--- config.mk ---
export PLATFORM = sky130hd
export DESIGN_NAME = seq_ctrl
export DESIGN_NICKNAME = d
export VERILOG_FILES = /design/src/rtl/seq_pkg.sv /design/src/rtl/seq_nmi_detect.sv /design/src/rtl/seq_ctrl.sv
export SDC_FILE = /design/constraint.sdc
export NUM_CORES = 1
export LEC_CHECK = 0
export CAP_MARGIN = 20
export CORE_MARGIN = 8
export CORE_UTILIZATION = 35
export CTS_CLUSTER_SIZE = 14
export DETAILED_ROUTE_END_ITERATION = 8
export MAX_ROUTING_LAYER = met4
export PLACE_DENSITY = 0.73
export SLEW_MARGIN = 40
export SYNTH_ARGS = -nofsm -noshare
export SYNTH_HDL_FRONTEND = slang
export SYNTH_SLANG_ARGS = --single-unit
--- constraint.sdc ---
create_clock -name clk -period 2.4 [get_ports clk]
set_input_delay 0.36 -clock clk [delete_from_list [all_inputs] [get_ports clk]]
set_output_delay 0.36 -clock clk [all_outputs]
set_load 0.05 [all_outputs]
--- src/rtl/seq_pkg.sv ---
`default_nettype none
// ============================================================================
//  Module   : seq_pkg
//  Purpose  : Shared state encodings, vector codes and interrupt sequence
//             length for the T-state sequencer.
//  Revision : 1.0 - initial release
// ============================================================================
package seq_pkg;

    // Sequencer states
    localparam logic [2:0] S_RESET = 3'd0;
    localparam logic [2:0] S_FETCH = 3'd1;
    localparam logic [2:0] S_EXEC  = 3'd2;
    localparam logic [2:0] S_EXTRA = 3'd3;
    localparam logic [2:0] S_INT   = 3'd4;

    // vector_sel codes
    localparam logic [1:0] VEC_NONE  = 2'd0;   // no vector fetch
    localparam logic [1:0] VEC_NMI   = 2'd1;   // FFFA
    localparam logic [1:0] VEC_RESET = 2'd2;   // FFFC
    localparam logic [1:0] VEC_IRQ   = 2'd3;   // FFFE (IRQ/BRK)

    // Interrupt sequence length including the T0 fetch cycle
    localparam int INT_CYCLES = 7;

    // T-state in which the vector low byte is read and NMI is acknowledged
    localparam int INT_VEC_T = INT_CYCLES - 2;

endpackage : seq_pkg
`default_nettype wire

--- src/rtl/seq_nmi_detect.sv ---
`default_nettype none
// ============================================================================
//  Module   : seq_nmi_detect
//  Purpose  : Falling-edge detector on nmi_n with a sticky pending flag.
//             Sampling runs every clock regardless of the cycle enable so
//             that edges arriving while the sequencer is frozen are kept.
//  Revision : 1.0 - initial release
// ============================================================================
module seq_nmi_detect (
    input  logic clk,
    input  logic rst,
    input  logic i_nmi_n,
    input  logic i_clr,
    output logic o_nmi_pend
);

    logic r_nmi_prev;
    logic r_nmi_pend;
    logic w_fall;

    assign w_fall     = r_nmi_prev & ~i_nmi_n;
    assign o_nmi_pend = r_nmi_pend;

    // Edge history and pending latch; a new edge wins over a simultaneous clear
    always_ff @(posedge clk or posedge rst) begin
        if (rst) begin
            r_nmi_prev <= 1'b1;
            r_nmi_pend <= 1'b0;
        end else begin
            r_nmi_prev <= i_nmi_n;
            if (w_fall) begin
                r_nmi_pend <= 1'b1;
            end else if (i_clr) begin
                r_nmi_pend <= 1'b0;
            end
        end
    end

endmodule : seq_nmi_detect
`default_nettype wire

--- src/rtl/seq_ctrl.sv ---
`default_nettype none
// ============================================================================
//  Module   : seq_ctrl
//  Purpose  : CPU T-state sequencer: reset sequence, opcode fetch, base and
//             extra execution cycles, and interrupt entry sequences.
//  Config   : SEQ_INT_EN - when defined, IRQ/NMI recognition and the S_INT
//             sequence are built; otherwise interrupt inputs are ignored.
//  Revision : 1.0 - initial release
// ============================================================================
module seq_ctrl
    import seq_pkg::*;
#(
    parameter int TW         = 3,
    parameter int RST_CYCLES = 7
) (
    input  logic          clk,
    input  logic          rst,
    input  logic          rdy,
    input  logic [TW-1:0] op_len,
    input  logic [1:0]    extra,
    input  logic          irq_n,
    input  logic          nmi_n,
    input  logic          p_i,
    output logic [TW-1:0] tstate,
    output logic          sync,
    output logic          ir_ld,
    output logic          last_cycle,
    output logic          force_brk,
    output logic [1:0]    vector_sel,
    output logic          wr_inhibit
);

    localparam logic [TW-1:0] c_tmax     = '1;
    localparam logic [TW-1:0] c_rst_last = TW'(RST_CYCLES - 1);
    localparam logic [TW-1:0] c_rst_vec  = TW'(RST_CYCLES - 2);

    logic [2:0]    r_state;
    logic [TW-1:0] r_tstate;
    logic [1:0]    r_xcnt;      // remaining extra cycles, including current

    logic [2:0]    w_state_nx;
    logic [TW-1:0] w_t_nx;
    logic [1:0]    w_x_nx;
    logic [TW-1:0] w_len;
    logic [TW-1:0] w_base_last;
    logic [TW-1:0] w_tinc;
    logic          w_last;
    logic          w_brk;
    logic [1:0]    w_vsel;

    // Short opcodes still take a fetch plus one execute cycle
    assign w_len       = (op_len < TW'(2)) ? TW'(2) : op_len;
    assign w_base_last = w_len - TW'(1);
    // tstate saturates; the real sequence length comes from op_len/extra
    assign w_tinc      = (r_tstate == c_tmax) ? r_tstate : r_tstate + TW'(1);

`ifdef SEQ_INT_EN
    localparam logic [TW-1:0] c_int_vec  = TW'(INT_VEC_T);
    localparam logic [TW-1:0] c_int_last = TW'(INT_CYCLES - 1);

    logic r_int_nmi;
    logic w_nmi_pend;
    logic w_nmi_clr;
    logic w_int_pend;

    // Acknowledge NMI in the enabled vector-low cycle of an NMI sequence
    assign w_nmi_clr  = rdy & (r_state == S_INT) & (r_tstate == c_int_vec) & r_int_nmi;
    assign w_int_pend = w_nmi_pend | (~irq_n & ~p_i);

    seq_nmi_detect u_nmi (
        .clk        (clk),
        .rst        (rst),
        .i_nmi_n    (nmi_n),
        .i_clr      (w_nmi_clr),
        .o_nmi_pend (w_nmi_pend)
    );

    // Latch the interrupt type at T0 so a late NMI cannot change the vector
    always_ff @(posedge clk or posedge rst) begin
        if (rst) begin
            r_int_nmi <= 1'b0;
        end else if (rdy && (r_state == S_FETCH)) begin
            r_int_nmi <= w_nmi_pend;
        end
    end
`else
    logic w_unused_int;
    assign w_unused_int = irq_n ^ nmi_n ^ p_i;
`endif

    // Next-state, T-state and per-cycle output decode
    always_comb begin
        w_state_nx = r_state;
        w_t_nx     = r_tstate;
        w_x_nx     = r_xcnt;
        w_last     = 1'b0;
        w_brk      = 1'b0;
        w_vsel     = VEC_NONE;
        case (r_state)
            S_RESET: begin
                if (r_tstate >= c_rst_vec) begin
                    w_vsel = VEC_RESET;
                end
                if (r_tstate == c_rst_last) begin
                    w_last     = 1'b1;
                    w_state_nx = S_FETCH;
                    w_t_nx     = '0;
                end else begin
                    w_t_nx = w_tinc;
                end
            end
            S_FETCH: begin
                w_t_nx     = TW'(1);
                w_state_nx = S_EXEC;
`ifdef SEQ_INT_EN
                if (w_int_pend) begin
                    w_brk      = 1'b1;
                    w_state_nx = S_INT;
                end
`endif
            end
            S_EXEC: begin
                // >= guards against op_len shrinking mid-instruction
                if (r_tstate >= w_base_last) begin
                    if (extra == 2'd0) begin
                        w_last     = 1'b1;
                        w_state_nx = S_FETCH;
                        w_t_nx     = '0;
                    end else begin
                        w_state_nx = S_EXTRA;
                        w_x_nx     = extra;
                        w_t_nx     = w_tinc;
                    end
                end else begin
                    w_t_nx = w_tinc;
                end
            end
            S_EXTRA: begin
                if (r_xcnt <= 2'd1) begin
                    w_last     = 1'b1;
                    w_state_nx = S_FETCH;
                    w_t_nx     = '0;
                end else begin
                    w_x_nx = r_xcnt - 2'd1;
                    w_t_nx = w_tinc;
                end
            end
`ifdef SEQ_INT_EN
            S_INT: begin
                if (r_tstate >= c_int_vec) begin
                    w_vsel = r_int_nmi ? VEC_NMI : VEC_IRQ;
                end
                if (r_tstate == c_int_last) begin
                    w_last     = 1'b1;
                    w_state_nx = S_FETCH;
                    w_t_nx     = '0;
                end else begin
                    w_t_nx = w_tinc;
                end
            end
`endif
            default: begin
                w_state_nx = S_RESET;
                w_t_nx     = '0;
            end
        endcase
    end

    // Sequencer registers advance only on enabled cycles
    always_ff @(posedge clk or posedge rst) begin
        if (rst) begin
            r_state  <= S_RESET;
            r_tstate <= '0;
            r_xcnt   <= 2'd0;
        end else if (rdy) begin
            r_state  <= w_state_nx;
            r_tstate <= w_t_nx;
            r_xcnt   <= w_x_nx;
        end
    end

    assign tstate     = r_tstate;
    assign sync       = (r_state == S_FETCH);
    assign ir_ld      = (r_state == S_FETCH);
    assign last_cycle = w_last;
    assign force_brk  = w_brk;
    assign vector_sel = w_vsel;
    assign wr_inhibit = (r_state == S_RESET);

endmodule : seq_ctrl
`default_nettype wire

==> flow_summary.ini, run 1 <==
[status]
status = completed

[sta]
slew_viol_final = 0
skew_ns = 0.002003
worst-slew-pin-transition_ns = 0.5200
final_period_minus_worst_setup_slack_ns = 2.326
fin_setup_tns_ns = 0
setup_violations = 0
fin_crit_sh_pct = 96.93
max_freq_ghz = 0.4299
hold_viol_final = 0
relSlewSlack_pct = 65.22

[placed_design]
place.detailed.hpwl_um = 1305
detailed_place.area_um2 = 890.9
placement.io_buffers = 15
gpl.final_weighted_congestion = 0.7704
place_inst = 125

[power_and_ir_drop]
cell_internal_pwr_w = 0.0006447
power_frac_clock_pct = 8.0
power.static_leakage_nw = 0.4225
share_comb_of_total_power_pct = 71.6
seq_power_share_pct = 20.3
p_total_w = 0.001330
power_per_cell_area_nw_per_um2 = 1399
power.share.switching_pct = 51.52
worst_ir_drop_vdd_uv = 801.7
net-switching-power_w = 0.0006852

[worst_setup_path]
timing_worst_setup_path_type = input pin to output port
library_cell_appearing_most_often_on_the_critical_path = o21ai_2
cp_data_arrival_time_ns = 1.97
capturing_element_type_of_the_critical_path = output port
critical_path.cell_chain = clkdlybuf4s15_1 -> o21ai_2 -> ha_2 -> xnor2_2 -> ha_1 -> a21oi_2 -> o21ai_2 -> a31oi_1 -> o21ai_2 -> buf_12
worstPathRequired_ns = 2.04
worst-r2r-cell-count = 8
critical_path_peak_fanout = 2
cp_slowest_cell = ha_1
worstPathBufferInverterCount = 2
critical_r2r_launch = tstate[0]
cpLargestDelayFamily = compound AO/OA/AOI/OAI gates
critical_path.max_stage_delay_ns = 0.30
reg2reg_to = r_xcnt[0]
setup.worst_path.start_class = input pin
rrSetupSlack_ns = 0.44

[logic_synthesis]
synth_edf_count = 0
synth_top_flop_cell = dfrtp_1
synth.yosys.warnings = 0
mappedNetlistArea_um2 = 696.9
netlist_instances = 82
synth-seq-cells = 7
number_of_distinct_library_cell_variants_in_the_gate_level_netlist_after_synthesis = 38
syn-mean-instance-area_um2 = 8.499
synth-async-reset-ratio_pct = 100.0
yosysSeqAreaShare_pct = 25.13

[die]
num_io_pins = 21
die_h_um = 60.62
x_dimension_of_the_die_um = 60.62
row_count = 16
fp.dieArea_um2 = 3675
initial_core_util_pct = 36.26
core-area_um2 = 1922

[clock_tree]
ctsRootBufferMaster = clkbuf_4
worstSkewPairLatency_ns = 0.25
cts-root-to-sink-buffers = 2
numCtsBuffers = 3
tritoncts_num_sinks = 7
cts_max_level = 1
cts.reportedPaths.clkPinSlew_ns = 0.05
tritoncts_clock_tree = done

[route]
drt_pre_antenna_iters = 4
drt-total-wl_um = 1760
ant_nets = 0
drtIter0Drc = 20
routed_wire_length_per_instance_um = 13.33
count_of_vias_placed_by_the_detailed_router = 682
vias_per_cell = 5.167
post-route-drc-count = 0

[layout]
finish.utilization_pct = 49.48
post_route_cells_drive_above_1_share_pct = 26.67
area.growth.synth_to_final_pct = 36.45
fin_area_um2 = 950.9
instances_no_fill = 132
antenna_cells = 0
most_frequent_cells_in_the_layout = clkdlybuf4s50_1 (10), buf_4 (10), ha_1 (7), dfrtp_1 (7)
layout.nets = 125

[flow_run]
maxCapViolCount = 0

[global_routing]
first_global_vias = 690
remaining_overflow_grt = 0
track_usage_pct = 10.75
grt_pass1_wl_um = 2953
grt_start_max_net_pins = 15
initial_antenna_violation_count = 0

[hold_path]
min_path_type = input pin to async pin
==> worst reg2reg max path, delay by kind of cell, from the launching register on <==
| kind | cells | cell delay, ns |
|---|---|---|
| flops | 1 | 0.45 |
| simple gates | 1 | 0.23 |
| fa+ha+maj | 1 | 0.31 |
| buf+inv | 3 | 0.37 |
| compound gates | 3 | 0.51 |
==> flip-flops by register name, summed over array words and instances, names as in the netlist <==
register  cells
r_state       2
r_xcnt        2
tstate        3
==> power by group through the flow <==
stage / Sequential, W / Combinational [W] / Clock (W)
floorplan: 0.000330 / 0.000567 / 0
global placement: 0.000269 / 0.000879 / 0
detailed placement: 0.000270 / 0.000907 / 0
CTS: 0.000269 / 0.000953 / 0.000111
global route: 0.000280 / 0.00104 / 0.000122
finish: 0.000271 / 0.000953 / 0.000107
==> metrics by stage <==
stage / setup slack, ns / hold WS [ns]
floorplan: 0.05483 / 0.1634
global placement: -0.2735 / 0.5382
detailed placement: -0.3151 / 0.5575
CTS: 0.02496 / 0.3440
global route: -0.03333 / 0.3573
finish: 0.07377 / 0.3434
==> synth_stat cells (all sizes together), types with 2 or more instances <==
cell type | instances | area [µm²]
a21oi | 8 | 43.79
inv | 6 | 22.52
nand2b | 2 | 12.51
nand3 | 4 | 25.02
mux2i | 2 | 20.02
nor2b | 2 | 12.51
nor2 | 5 | 21.27
nand2 | 6 | 22.52
buf | 6 | 50.04
o21ai | 6 | 30.02
nor3 | 2 | 10.01
dfrtp | 7 | 175.2
ha | 8 | 100.1
==> worst max path at each step <==
stage	slack, ns	cells after the start	to	startpoint
floorplan	0.05	6	last_cycle	tstate[0]
global placement	-0.27	10	last_cycle	op_len[2]
detailed placement	-0.32	10	last_cycle	op_len[2]
CTS	0.02	10	last_cycle	op_len[2]
global route	-0.03	10	last_cycle	op_len[0]
finish	0.07	10	last_cycle	op_len[0]
==> what timing repair did <==
| item | 4_1_cts | 5_1_grt |
|---|---|---|
| setup endpoints to repair | 1 | 1 |
| pin swaps | 4 | 6 |
| resized for setup | 9 | 5 |
| hold buffers | 0 | 0 |
| setup buffers | 2 | 1 |
==> metal layers <==
layer	vias to the layer above	GRT usage (%)	part of all wire, %
li1	338	-	-
met1	328	11.88	43
met4	0	0.9967	0
met5	-	-	0
met2	16	17.35	49
met3	0	5.720	7.1
==> cell type report <==
class | count | area [µm²]
fill | 194 | 970.9
multi-input combinational | 64 | 478.0
timing repair buffer | 24 | 215.2
sequential | 7 | 175.2
tap | 27 | 33.78
clock buffer | 4 | 26.28
inverter | 6 | 22.52
==> cell families after synthesis <==
family	Yosys count	synth area share (%)
multiplexers	2	2.873
buffers and inverters	12	10.41
XOR/XNOR	1	1.257
AND/OR/NAND/NOR	23	17.06
adder cells (fa/ha/maj)	8	14.36
flip-flops	7	25.13
AO/OA/AOI/OAI	28	28.37
other	1	0.5381
(Power assumes the default switching activity.)
==> run 2: changes to the inputs <==
==> constraint.sdc (replaced) <==
create_clock -name clk -period 2.5 [get_ports clk]
set_input_delay 0.375 -clock clk [delete_from_list [all_inputs] [get_ports clk]]
set_output_delay 0.375 -clock clk [all_outputs]
set_load 0.05 [all_outputs]
==> flow_summary.ini, run 2 (synthesized netlist as in run 1, its figures left out) <==
[route]
vias_per_cell = 5.198
drt-total-wl_um = 1830
ant_nets = 0
routed_wire_length_per_instance_um = 13.97
count_of_vias_placed_by_the_detailed_router = 681
post-route-drc-count = 0
drtIter0Drc = 17
drt_pre_antenna_iters = 4

[worst_setup_path]
cp_slowest_cell = ha_1
critical_path.max_stage_delay_ns = 0.28
capturing_element_type_of_the_critical_path = output port
cp_data_arrival_time_ns = 2.02
timing_worst_setup_path_type = input pin to output port
critical_path_peak_fanout = 2
worstPathBufferInverterCount = 2
setup.worst_path.start_class = input pin
critical_path.cell_chain = dlygate4sd2_1 -> o21ai_2 -> ha_2 -> xnor2_1 -> ha_1 -> a21oi_2 -> o21ai_4 -> a31oi_2 -> o21ai_2 -> buf_12
library_cell_appearing_most_often_on_the_critical_path = o21ai_2
worstPathRequired_ns = 2.12
cpLargestDelayFamily = compound AO/OA/AOI/OAI gates

[placed_design]
placement.io_buffers = 15
place.detailed.hpwl_um = 1343
gpl.final_weighted_congestion = 0.7675
place_inst = 124
detailed_place.area_um2 = 883.3

[die]
row_count = 16
x_dimension_of_the_die_um = 60.62
core-area_um2 = 1922
die_h_um = 60.62
num_io_pins = 21
fp.dieArea_um2 = 3675
initial_core_util_pct = 36.26

[power_and_ir_drop]
worst_ir_drop_vdd_uv = 619.9
p_total_w = 0.001297
power_per_cell_area_nw_per_um2 = 1360
power.static_leakage_nw = 0.4166

[layout]
layout_commonest_cell = clkdlybuf4s50_1
post_route_cells_drive_above_1_share_pct = 27.88
most_frequent_cells_in_the_layout = clkdlybuf4s50_1 (10), buf_4 (9), ha_1 (7), dfrtp_1 (7), a21oi_1 (6)
area.growth.synth_to_final_pct = 36.80
instances_no_fill = 131
antenna_cells = 0
largest_register_ffs = 3
finish.utilization_pct = 49.61
fin_area_um2 = 953.4
layout.nets = 124
fillers = 195

[hold_path]
min_path_type = input pin to async pin

[sta]
rsz0062_at_grt = no
final_period_minus_worst_setup_slack_ns = 2.397
max_freq_ghz = 0.4173
worst-slew-pin-transition_ns = 0.5118
slew_viol_final = 0
fin_crit_sh_pct = 95.86
hold_viol_final = 0
setup_violations = 0
relSlewSlack_pct = 65.77
skew_ns = 0.005830

[flow_run]
maxCapViolCount = 0

[status]
status = completed

[clock_tree]
ctsRootBufferMaster = clkbuf_4
tritoncts_num_sinks = 7
cts-root-to-sink-buffers = 2
tritoncts_clock_tree = done
numCtsBuffers = 3
cts.reportedPaths.clkPinSlew_ns = 0.06
ctsHoldBuffers = 0
cts_max_level = 1
worstSkewPairLatency_ns = 0.26

[global_routing]
first_global_vias = 730
initial_antenna_violation_count = 0
grt_start_max_net_pins = 15
remaining_overflow_grt = 0
grt_pass1_wl_um = 3105
track_usage_pct = 10.96
run 2: cell types whose count changed in the layout (fill, tap and decap cells not counted), sizes merged:
cell           previous run  this run
buf                      11        10
clkdlybuf4s15             1         0
dlygate4sd2               0         1
run 2: per-stage QoR:
| stage | TNS [ns] | setup WS [ns] | hold slack [ns] |
|---|---|---|---|
| global placement | -0.1947 | -0.1932 | 0.5386 |
| global route | 0 | 0.04298 | 0.3967 |
| CTS | 0 | 0.009337 | 0.3611 |
| finish | 0 | 0.1035 | 0.3524 |
| detailed placement | -0.4592 | -0.2901 | 0.5661 |
| floorplan | 0 | 0.1398 | 0.1784 |
run 2: what timing repair did:
item / in CTS / in global routing
endpoints found under the setup margin: 1 / 1
gates cloned: 0 / 0
pin swaps: 4 / 7
gates resized for setup: 8 / 8
buffers inserted: 2 / 1
run 2: where the power goes:
group | internal (W) | switching, W | total, W
registers | 0.000169 | 0.0000974 | 0.000266
logic | 0.000384 | 0.000537 | 0.000920
clock network | 0.0000614 | 0.0000491 | 0.000111
total | 0.000614 | 0.000683 | 0.00130
run 2: final timing paths:
check | startpoint | to | slack [ns] | cells after the start
min | rst | r_xcnt[1] | 0.35 | 2
max | op_len[0] | last_cycle | 0.10 | 10
min in group clk | r_xcnt[1] | r_xcnt[1] | 0.57 | 2
max reg2reg | tstate[2] | tstate[1] | 0.61 | 7
min reg2reg | r_xcnt[1] | r_xcnt[1] | 0.57 | 2
max in group asynchronous | rst | tstate[2] | 1.92 | 2
run 2: cell type report:
type | count | area (µm²) | share of cell area [%]
inverter | 6 | 22.52 | 2.362
tap | 27 | 33.78 | 3.543
sequential | 7 | 175.2 | 18.37
clock buffer | 4 | 26.28 | 2.756
multi-input combinational | 64 | 489.2 | 51.31
timing repair buffer | 23 | 206.4 | 21.65
run 2: layer usage:
layer / up-vias / share of wire (%) / global-route usage, %
li1: 342 / - / -
met1: 320 / 46 / 13.44
met2: 19 / 48 / 17.19
met3: 0 / 6.0 / 4.449
met4: 0 / 0 / 0.6645
met5: - / 0 / -
run 2: worst reg2reg max path, stage by stage (launching register included):
cell and delay (ns):
dfrtp_1 0.46, ha_1 0.37, a21oi_2 0.22, buf_4 0.15
buf_4 0.09, o21a_1 0.16, o22ai_1 0.14, a311oi_2 0.22
==> run 3: changes to the inputs <==
--- a/config.mk
+++ b/config.mk
@@ -5,6 +5,7 @@
 export SDC_FILE = /design/constraint.sdc
 export NUM_CORES = 1
 export LEC_CHECK = 0
+export ABC_CLOCK_PERIOD_IN_PS = 2500
 export CAP_MARGIN = 20
 export CORE_MARGIN = 8
 export CORE_UTILIZATION = 35
==> results of run 3 <==
Final layout, timing and power as in run 2 (identical DEF).
